### src/rtl/param_shadow_bank.sv
// Double-buffered scene/camera parameter bank: the bridge writes staging, and the active copy updates atomically at frame start.
// Optional feature: define PARAM_BANK_TIMEOUT_EN to force a commit when frame_start stalls for TIMEOUT_CYC cycles.
module param_shadow_bank #(
    parameter int NUM_CH      = 17,
    parameter int DATA_W      = 32,
    parameter int ADDR_W      = 5,
    parameter int TIMEOUT_CYC = 1000000
) (
    input  logic                     clk,
    input  logic                     reset_n,
    input  logic                     wr_en,
    input  logic [ADDR_W-1:0]        wr_addr,
    input  logic [DATA_W-1:0]        wr_data,
    input  logic                     commit_req,
    input  logic                     frame_start,
    input  logic                     rd_en,
    input  logic [ADDR_W-1:0]        rd_addr,
    input  logic                     rd_sel,
    input  logic                     err_clr,
    output logic [NUM_CH*DATA_W-1:0] active_flat,
    output logic [DATA_W-1:0]        rd_data,
    output logic                     rd_valid,
    output logic                     commit_pending,
    output logic                     commit_done,
    output logic                     addr_err,
`ifdef PARAM_BANK_TIMEOUT_EN
    output logic                     timeout_hit,
`endif
    output logic [15:0]              frame_count
);

    typedef enum logic {
        IDLE    = 1'b0,
        PENDING = 1'b1
    } state_t;

    localparam logic [ADDR_W:0] NUM_CH_L = (ADDR_W+1)'(NUM_CH);

    state_t              state_r;
    state_t              state_nx_s;
    logic                commit_s;
    logic                timeout_s;
    logic                wr_ok_s;
    logic                rd_ok_s;
    logic                err_new_s;
    logic [DATA_W-1:0]   rd_word_s;
    logic [DATA_W-1:0]   staging_r [NUM_CH];
    logic [DATA_W-1:0]   active_r  [NUM_CH];

    assign wr_ok_s   = wr_en && ({1'b0, wr_addr} < NUM_CH_L);
    assign rd_ok_s   = rd_en && ({1'b0, rd_addr} < NUM_CH_L);
    assign err_new_s = (wr_en && !wr_ok_s) || (rd_en && !rd_ok_s);

`ifdef PARAM_BANK_TIMEOUT_EN
    localparam int TO_W = (TIMEOUT_CYC > 1) ? $clog2(TIMEOUT_CYC) : 1;
    localparam logic [TO_W-1:0] TO_MAX = TO_W'(TIMEOUT_CYC - 1);

    logic [TO_W-1:0] to_cnt_r;

    // Wait counter: held at zero outside PENDING so it restarts on every arm.
    always_ff @(posedge clk) begin
        if (!reset_n) begin
            to_cnt_r <= {TO_W{1'b0}};
        end else if (state_r == IDLE) begin
            to_cnt_r <= {TO_W{1'b0}};
        end else if (to_cnt_r != TO_MAX) begin
            to_cnt_r <= to_cnt_r + TO_W'(1);
        end else begin
            to_cnt_r <= to_cnt_r;
        end
    end

    assign timeout_s = (state_r == PENDING) && (to_cnt_r == TO_MAX);

    // Flags only commits that were forced, not ones coinciding with a real frame_start.
    always_ff @(posedge clk) begin
        if (!reset_n) begin
            timeout_hit <= 1'b0;
        end else begin
            timeout_hit <= timeout_s && !frame_start;
        end
    end
`else
    assign timeout_s = 1'b0;
`endif

    // Commit FSM next state; a same-cycle commit_req in IDLE only arms, in PENDING it is absorbed.
    always_comb begin
        state_nx_s = state_r;
        commit_s   = 1'b0;
        case (state_r)
            IDLE: begin
                if (commit_req) begin
                    state_nx_s = PENDING;
                end else begin
                    state_nx_s = IDLE;
                end
            end
            PENDING: begin
                if (frame_start || timeout_s) begin
                    state_nx_s = IDLE;
                    commit_s   = 1'b1;
                end else begin
                    state_nx_s = PENDING;
                end
            end
            default: begin
                state_nx_s = IDLE;
                commit_s   = 1'b0;
            end
        endcase
    end

    // FSM state register and its registered status outputs.
    always_ff @(posedge clk) begin
        if (!reset_n) begin
            state_r        <= IDLE;
            commit_pending <= 1'b0;
            commit_done    <= 1'b0;
        end else begin
            state_r        <= state_nx_s;
            commit_pending <= (state_nx_s == PENDING);
            commit_done    <= commit_s;
        end
    end

    // Staging copy written by the bridge.
    always_ff @(posedge clk) begin
        if (!reset_n) begin
            for (int i = 0; i < NUM_CH; i++) begin
                staging_r[i] <= {DATA_W{1'b0}};
            end
        end else begin
            for (int i = 0; i < NUM_CH; i++) begin
                if (wr_ok_s && (wr_addr == ADDR_W'(i))) begin
                    staging_r[i] <= wr_data;
                end else begin
                    staging_r[i] <= staging_r[i];
                end
            end
        end
    end

    // Active copy; the non-blocking copy takes staging as it was before any same-edge write.
    always_ff @(posedge clk) begin
        if (!reset_n) begin
            for (int i = 0; i < NUM_CH; i++) begin
                active_r[i] <= {DATA_W{1'b0}};
            end
        end else begin
            for (int i = 0; i < NUM_CH; i++) begin
                if (commit_s) begin
                    active_r[i] <= staging_r[i];
                end else begin
                    active_r[i] <= active_r[i];
                end
            end
        end
    end

    for (genvar g = 0; g < NUM_CH; g++) begin : g_flat
        assign active_flat[g*DATA_W +: DATA_W] = active_r[g];
    end

    // Readback source mux; out-of-range addresses read as zero.
    always_comb begin
        rd_word_s = {DATA_W{1'b0}};
        for (int i = 0; i < NUM_CH; i++) begin
            if (rd_ok_s && (rd_addr == ADDR_W'(i))) begin
                if (rd_sel) begin
                    rd_word_s = active_r[i];
                end else begin
                    rd_word_s = staging_r[i];
                end
            end else begin
                rd_word_s = rd_word_s;
            end
        end
    end

    // Registered readback with a single-cycle valid.
    always_ff @(posedge clk) begin
        if (!reset_n) begin
            rd_data  <= {DATA_W{1'b0}};
            rd_valid <= 1'b0;
        end else begin
            rd_valid <= rd_en;
            if (rd_en) begin
                rd_data <= rd_word_s;
            end else begin
                rd_data <= rd_data;
            end
        end
    end

    // Sticky address error; a new error beats a simultaneous clear.
    always_ff @(posedge clk) begin
        if (!reset_n) begin
            addr_err <= 1'b0;
        end else if (err_new_s) begin
            addr_err <= 1'b1;
        end else if (err_clr) begin
            addr_err <= 1'b0;
        end else begin
            addr_err <= addr_err;
        end
    end

    // Free-running frame counter, wraps naturally.
    always_ff @(posedge clk) begin
        if (!reset_n) begin
            frame_count <= 16'd0;
        end else if (frame_start) begin
            frame_count <= frame_count + 16'd1;
        end else begin
            frame_count <= frame_count;
        end
    end

endmodule

### config.mk
export PLATFORM = sky130hd
export DESIGN_NAME = param_shadow_bank
export DESIGN_NICKNAME = d
export VERILOG_FILES = /design/src/rtl/param_shadow_bank.sv
export SDC_FILE = /design/constraint.sdc
export NUM_CORES = 2
export LEC_CHECK = 0
export CAP_MARGIN = 20
export CELL_PAD_IN_SITES_DETAIL_PLACEMENT = 0
export CELL_PAD_IN_SITES_GLOBAL_PLACEMENT = 1
export CORE_MARGIN = 2
export CORE_UTILIZATION = 35
export DETAILED_ROUTE_END_ITERATION = 8
export HOLD_SLACK_MARGIN = 0.08
export PLACE_DENSITY = 0.67
export SLEW_MARGIN = 15
export SYNTH_ARGS = -nofsm -noshare
export SYNTH_HDL_FRONTEND = slang
export SYNTH_SLANG_ARGS = --single-unit
export TNS_END_PERCENT = 100
### constraint.sdc
create_clock -name clk -period 30.5 [get_ports clk]
set_input_delay 4.575 -clock clk [delete_from_list [all_inputs] [get_ports clk]]
set_output_delay 4.575 -clock clk [all_outputs]
set_load 0.005 [all_outputs]
Word-level counts from Yosys, hierarchy flattened
Memory sizes are Yosys's and may differ from the RTL's.
Cells that the tools add are included.
- logic and storage cells: 374
- latch bits: 0
- register bits after elaboration: 52
- output and inout bits: 596
- bits of input ports: 50
- RAM bits: 1088
- bits in read-only memories: 0
- memories: 2
- reduce and logical (&&, ||, !) cells: 44
- bitwise logic cells: 69
- order comparisons: 2
- div/mod/pow operators: 0
- shift-type cells: 0
- $mul: 0
- $add $sub $neg: 1
- equal/unequal tests: 32
- mux-type cells: 218
- memory list (name ; words ; width ; rd ports ; clocked after Yosys merged registers in ; write ports ; line ; source):
    active_r ; 17 ; 32 ; 17 ; 0 ; 17 ; 48 ; logic [DATA_W-1:0] active_r [NUM_CH];
    staging_r ; 17 ; 32 ; 17 ; 0 ; 17 ; 47 ; logic [DATA_W-1:0] staging_r [NUM_CH];
- operator list (kind ; number):
    32-bit 2-to-1 mux ; 102
    1-bit 2-to-1 mux ; 115
    5-bit by 4-bit equality test with 1-bit output (second input constant) ; 16
    1-bit bitwise OR ; 68
    5-bit by 3-bit equality test with 1-bit output (second input constant) ; 8
    1-bit logical AND ; 38
    5-bit by 2-bit equality test with 1-bit output (second input constant) ; 4
    16-bit by 1-bit adder with 16-bit output (second input constant) ; 1
    5-bit by 1-bit equality test with 1-bit output (second input constant) ; 2
    5-bit equality test (second input constant) ; 2
    5-bit logical NOT ; 2
    5-bit < comparator (second input constant) ; 2
    1-bit logical NOT ; 2
    1-bit case mux with 2 select lines ; 1
    2-bit nonzero test ; 1
    1-bit logical OR ; 1
    1-bit NOT ; 1

Depth between registers and ports, before layout
- depth after elaboration: 20
- depth in mapped cells: 10
- mapped depth without buffers: 6

Worst setup path after synthesis
No wires, ideal clock.
- path kind: input to register
- from: input reset_n
- to: memory active_r[0][0], enable pin
- cell stages on the path: 3
- path buffers: 2
- setup slack: 12.803 ns
- library setup time: 3.862 ns
- arrival time: 13.835 ns
- path through: clkbuf_1 -> clkbuf_1 -> nand2_1
- RTL lines (what ; line ; source):
    from (decl) ; 10 ; input logic reset_n,
    to (decl) ; 48 ;

==> results.cfg <==
[clock_network]
cts_tree = built
clk_root_buffer_cell = clkbuf_16
hold_buffers = 0
htreeDepth = 4
cts_made_buffers = 132
clk_latency_ns = 0.75
cts_buffer_depth = 3
ctsResizeCount = 0
clk_pin_slew_ns = 0.05
cts_sinks = 1140
postCtsSetupRepairBufs = 0

[setup_path]
cp-end-kind = flop
r2r_cells = 6
cp_data_arrival_time_ns = 9.32
regToRegSetupSlack_ns = 25.63
worstPathMaxFanout = 70
worst_setup_path_start_kind = input port
reg2reg_from = state_r
cp.required_ns = 30.87
crit-reg2reg-capture = active_r[3][10]
critical_path_class = in2reg

[logic_synthesis]
synth_area_sq_mm = 0.0495
ys.flop_type = edfxtp_1
ys_top_cells_by_area = edfxtp_1 (66%), and2_1 (7.4%), mux2i_1 (5.6%)
synth_warnings = 0
ys_top_cells_by_count = edfxtp_1 (1088), and2_1 (585), mux2i_1 (275)
synth_top_area_cell = edfxtp_1
synth_edf_count = 1088
ys_ff_latch = 1140
yosysUniqueCellTypes = 61
synth_top_area_share_pct = 66.0
yosysMostFrequentCell = edfxtp_1
synth_fp_nets = 3451
synthArstFlopShare_pct = 0
seq_area_frac_synth_pct = 68.1
netlist_instances = 3400
post_synth.cell_area_avg_sq_um = 14.6

[floorplanning]
rows = 137
die_area_sq_mm = 0.144
die_x_microns = 380
num_io_pins = 646
fp.dieH_microns = 380
start_util_pct = 35.4
coreArea_sq_mm = 0.140

[global_route]
grt_overflow_total = 0
grt_first_pass_wirelength_mm = 258
antenna_found_initial = 0
track_usage_pct = 25.1
grt_max_degree = 168
grt_pass1_vias = 32500

[timing]
max-slew-margin-rel_pct = 25.2
tns_ns = 0
final.setup.worst_slack_ns = 21.55
hold_viol = 0
fin_crit_ns = 8.95
setup_viol = 0
tightest_slew_ns = 1.12
fin_crit_sh_pct = 29.3
slew_violations = 0
finClkSkew_ns = 0.0188
grt_setup_unrepaired = no
clock.fmax_mhz = 112

[detailed_routing]
ant_nets = 0
viasPerCell = 5.38
drt_first_pass_iters = 6
drc = 0
drt_iter0_markers = 2890
drt-wirelength-per-cell_microns = 31.1
routed_wirelength_mm = 186
routed-via-count = 32200

[worst_hold_path]
worstHoldStart = rd_data[4]
min_to = rd_data[4]
whs_path_depth = 2
hold_path.class = reg2reg

[placed_design]
dp_hpwl_mm = 128
gp_congestion = 0.925
port_buffers = 645
pre_cts_ws_ns = 20.74

[pwr]
ir_worst_vdd_mv = 0.0420
p_per_area_mw_per_mm2 = 62.8
total_power_uw = 3910
p_leak_uw = 0.0219

[run]
max_cap_viol_count = 0

[final_layout]
layout-drive-gt1-share_pct = 13.1
syn_to_final_growth_pct = 25.7
nets = 4062
diodes = 0

[run_status]
outcome = finished clean
logic make-up (layout without fill, tap and decap cells):
| kind of cell | count (synthesis) | count (layout) | share of synthesized area (%) |
|---|---|---|---|
| AOI/OAI and AO/OA | 545 | 545 | 7.42 |
| adders and majority gates | 1 | 1 | 0.0253 |
| muxes | 516 | 516 | 11.0 |
| xor gates and xnor gates | 8 | 8 | 0.142 |
| buffers and inverters | 248 | 957 | 2.16 |
| and+or+nand+nor | 942 | 942 | 11.1 |
| DFF | 1140 | 1140 | 68.1 |
flip-flops by register name (all words and copies together), names as in the netlist:
name	flops
active_r	544
addr_err	1
commit_done	1
frame_count	16
rd_data	32
rd_valid	1
staging_r	544
state_r	1
how the worst max path moves through the flow:
stage | startpoint | to | slack [ns] | depth (start not counted)
final | frame_start | active_r[3][10] | 21.55 | 7
after global routing | frame_start | active_r[3][10] | 21.28 | 7
after CTS | frame_start | active_r[1][10] | 21.53 | 7
after detailed placement | frame_start | active_r[2][10] | 20.74 | 7
after global placement | frame_start | active_r[2][10] | 20.81 | 7
after floorplan | reset_n | active_r[0][0] | 12.80 | 3
per-layer routing:
| layer | vias to the layer above | global-route usage, % | share of wire (%) |
|---|---|---|---|
| li1 | 14100 | - | - |
| met1 | 16600 | 29.6 | 38 |
| met2 | 1221 | 43.7 | 51 |
| met3 | 219 | 7.27 | 8.2 |
| met4 | 0 | 8.27 | 3.3 |
| met5 | - | 0 | 0 |
cell type report:
| class | count | area [sq um] |
|---|---|---|
| timing repair buffer | 722 | 7080 |
| multi-input combinational | 2012 | 15000 |
| clock inverter | 49 | 349 |
| sequential | 1140 | 33700 |
| tap | 1876 | 2350 |
| fill | 12700 | 77700 |
| clock buffer | 183 | 3710 |
| inverter | 3 | 11.3 |
cells in the final DEF, fill, tap and decap left out, drive strengths merged, types with 9 or more instances in the layout:
master	Yosys	layout
nor2	21	21
buf	95	79
mux2i	275	275
edfxtp	1088	1088
a211oi	33	33
o221ai	28	28
o211ai	60	60
clkbuf	150	183
a31oi	28	28
o22ai	32	32
a21oi	126	126
mux2	241	241
clkdlybuf4s50	0	643
nand2b	37	37
o21ai	84	84
and2	585	585
o22a	29	29
nand3	34	34
nand2	95	95
nor3	124	124
a21o	30	30
o2111ai	60	60
nor2b	9	9
clkinv	0	37
dfxtp	52	52
power breakdown:
| group | internal, uW | switching [uW] | total [uW] |
|---|---|---|---|
| Sequential | 1870 | 85.0 | 1950 |
| Combinational | 199 | 225 | 424 |
| Clock | 880 | 648 | 1530 |
through the flow:
step	instances	utilization (%)	area (sq um)	hold WS [ns]
after floorplan	3400	-	49500	0.444
after global placement	5752	41.6	58100	0.437
after detailed placement	5752	41.6	58100	0.447
after CTS	5984	44.5	62200	0.455
after global routing	5985	44.5	62200	0.475
final	5985	44.5	62200	0.448
worst max-delay path: stages:
cell,delay (ns)
clkdlybuf4s50_1,0.61
nand2_1,0.13
nand2_4,0.77
buf_4,0.73
buf_4,0.78
buf_4,0.76
buf_4,0.76
No activity file was read; power rests on OpenSTA's default activity.
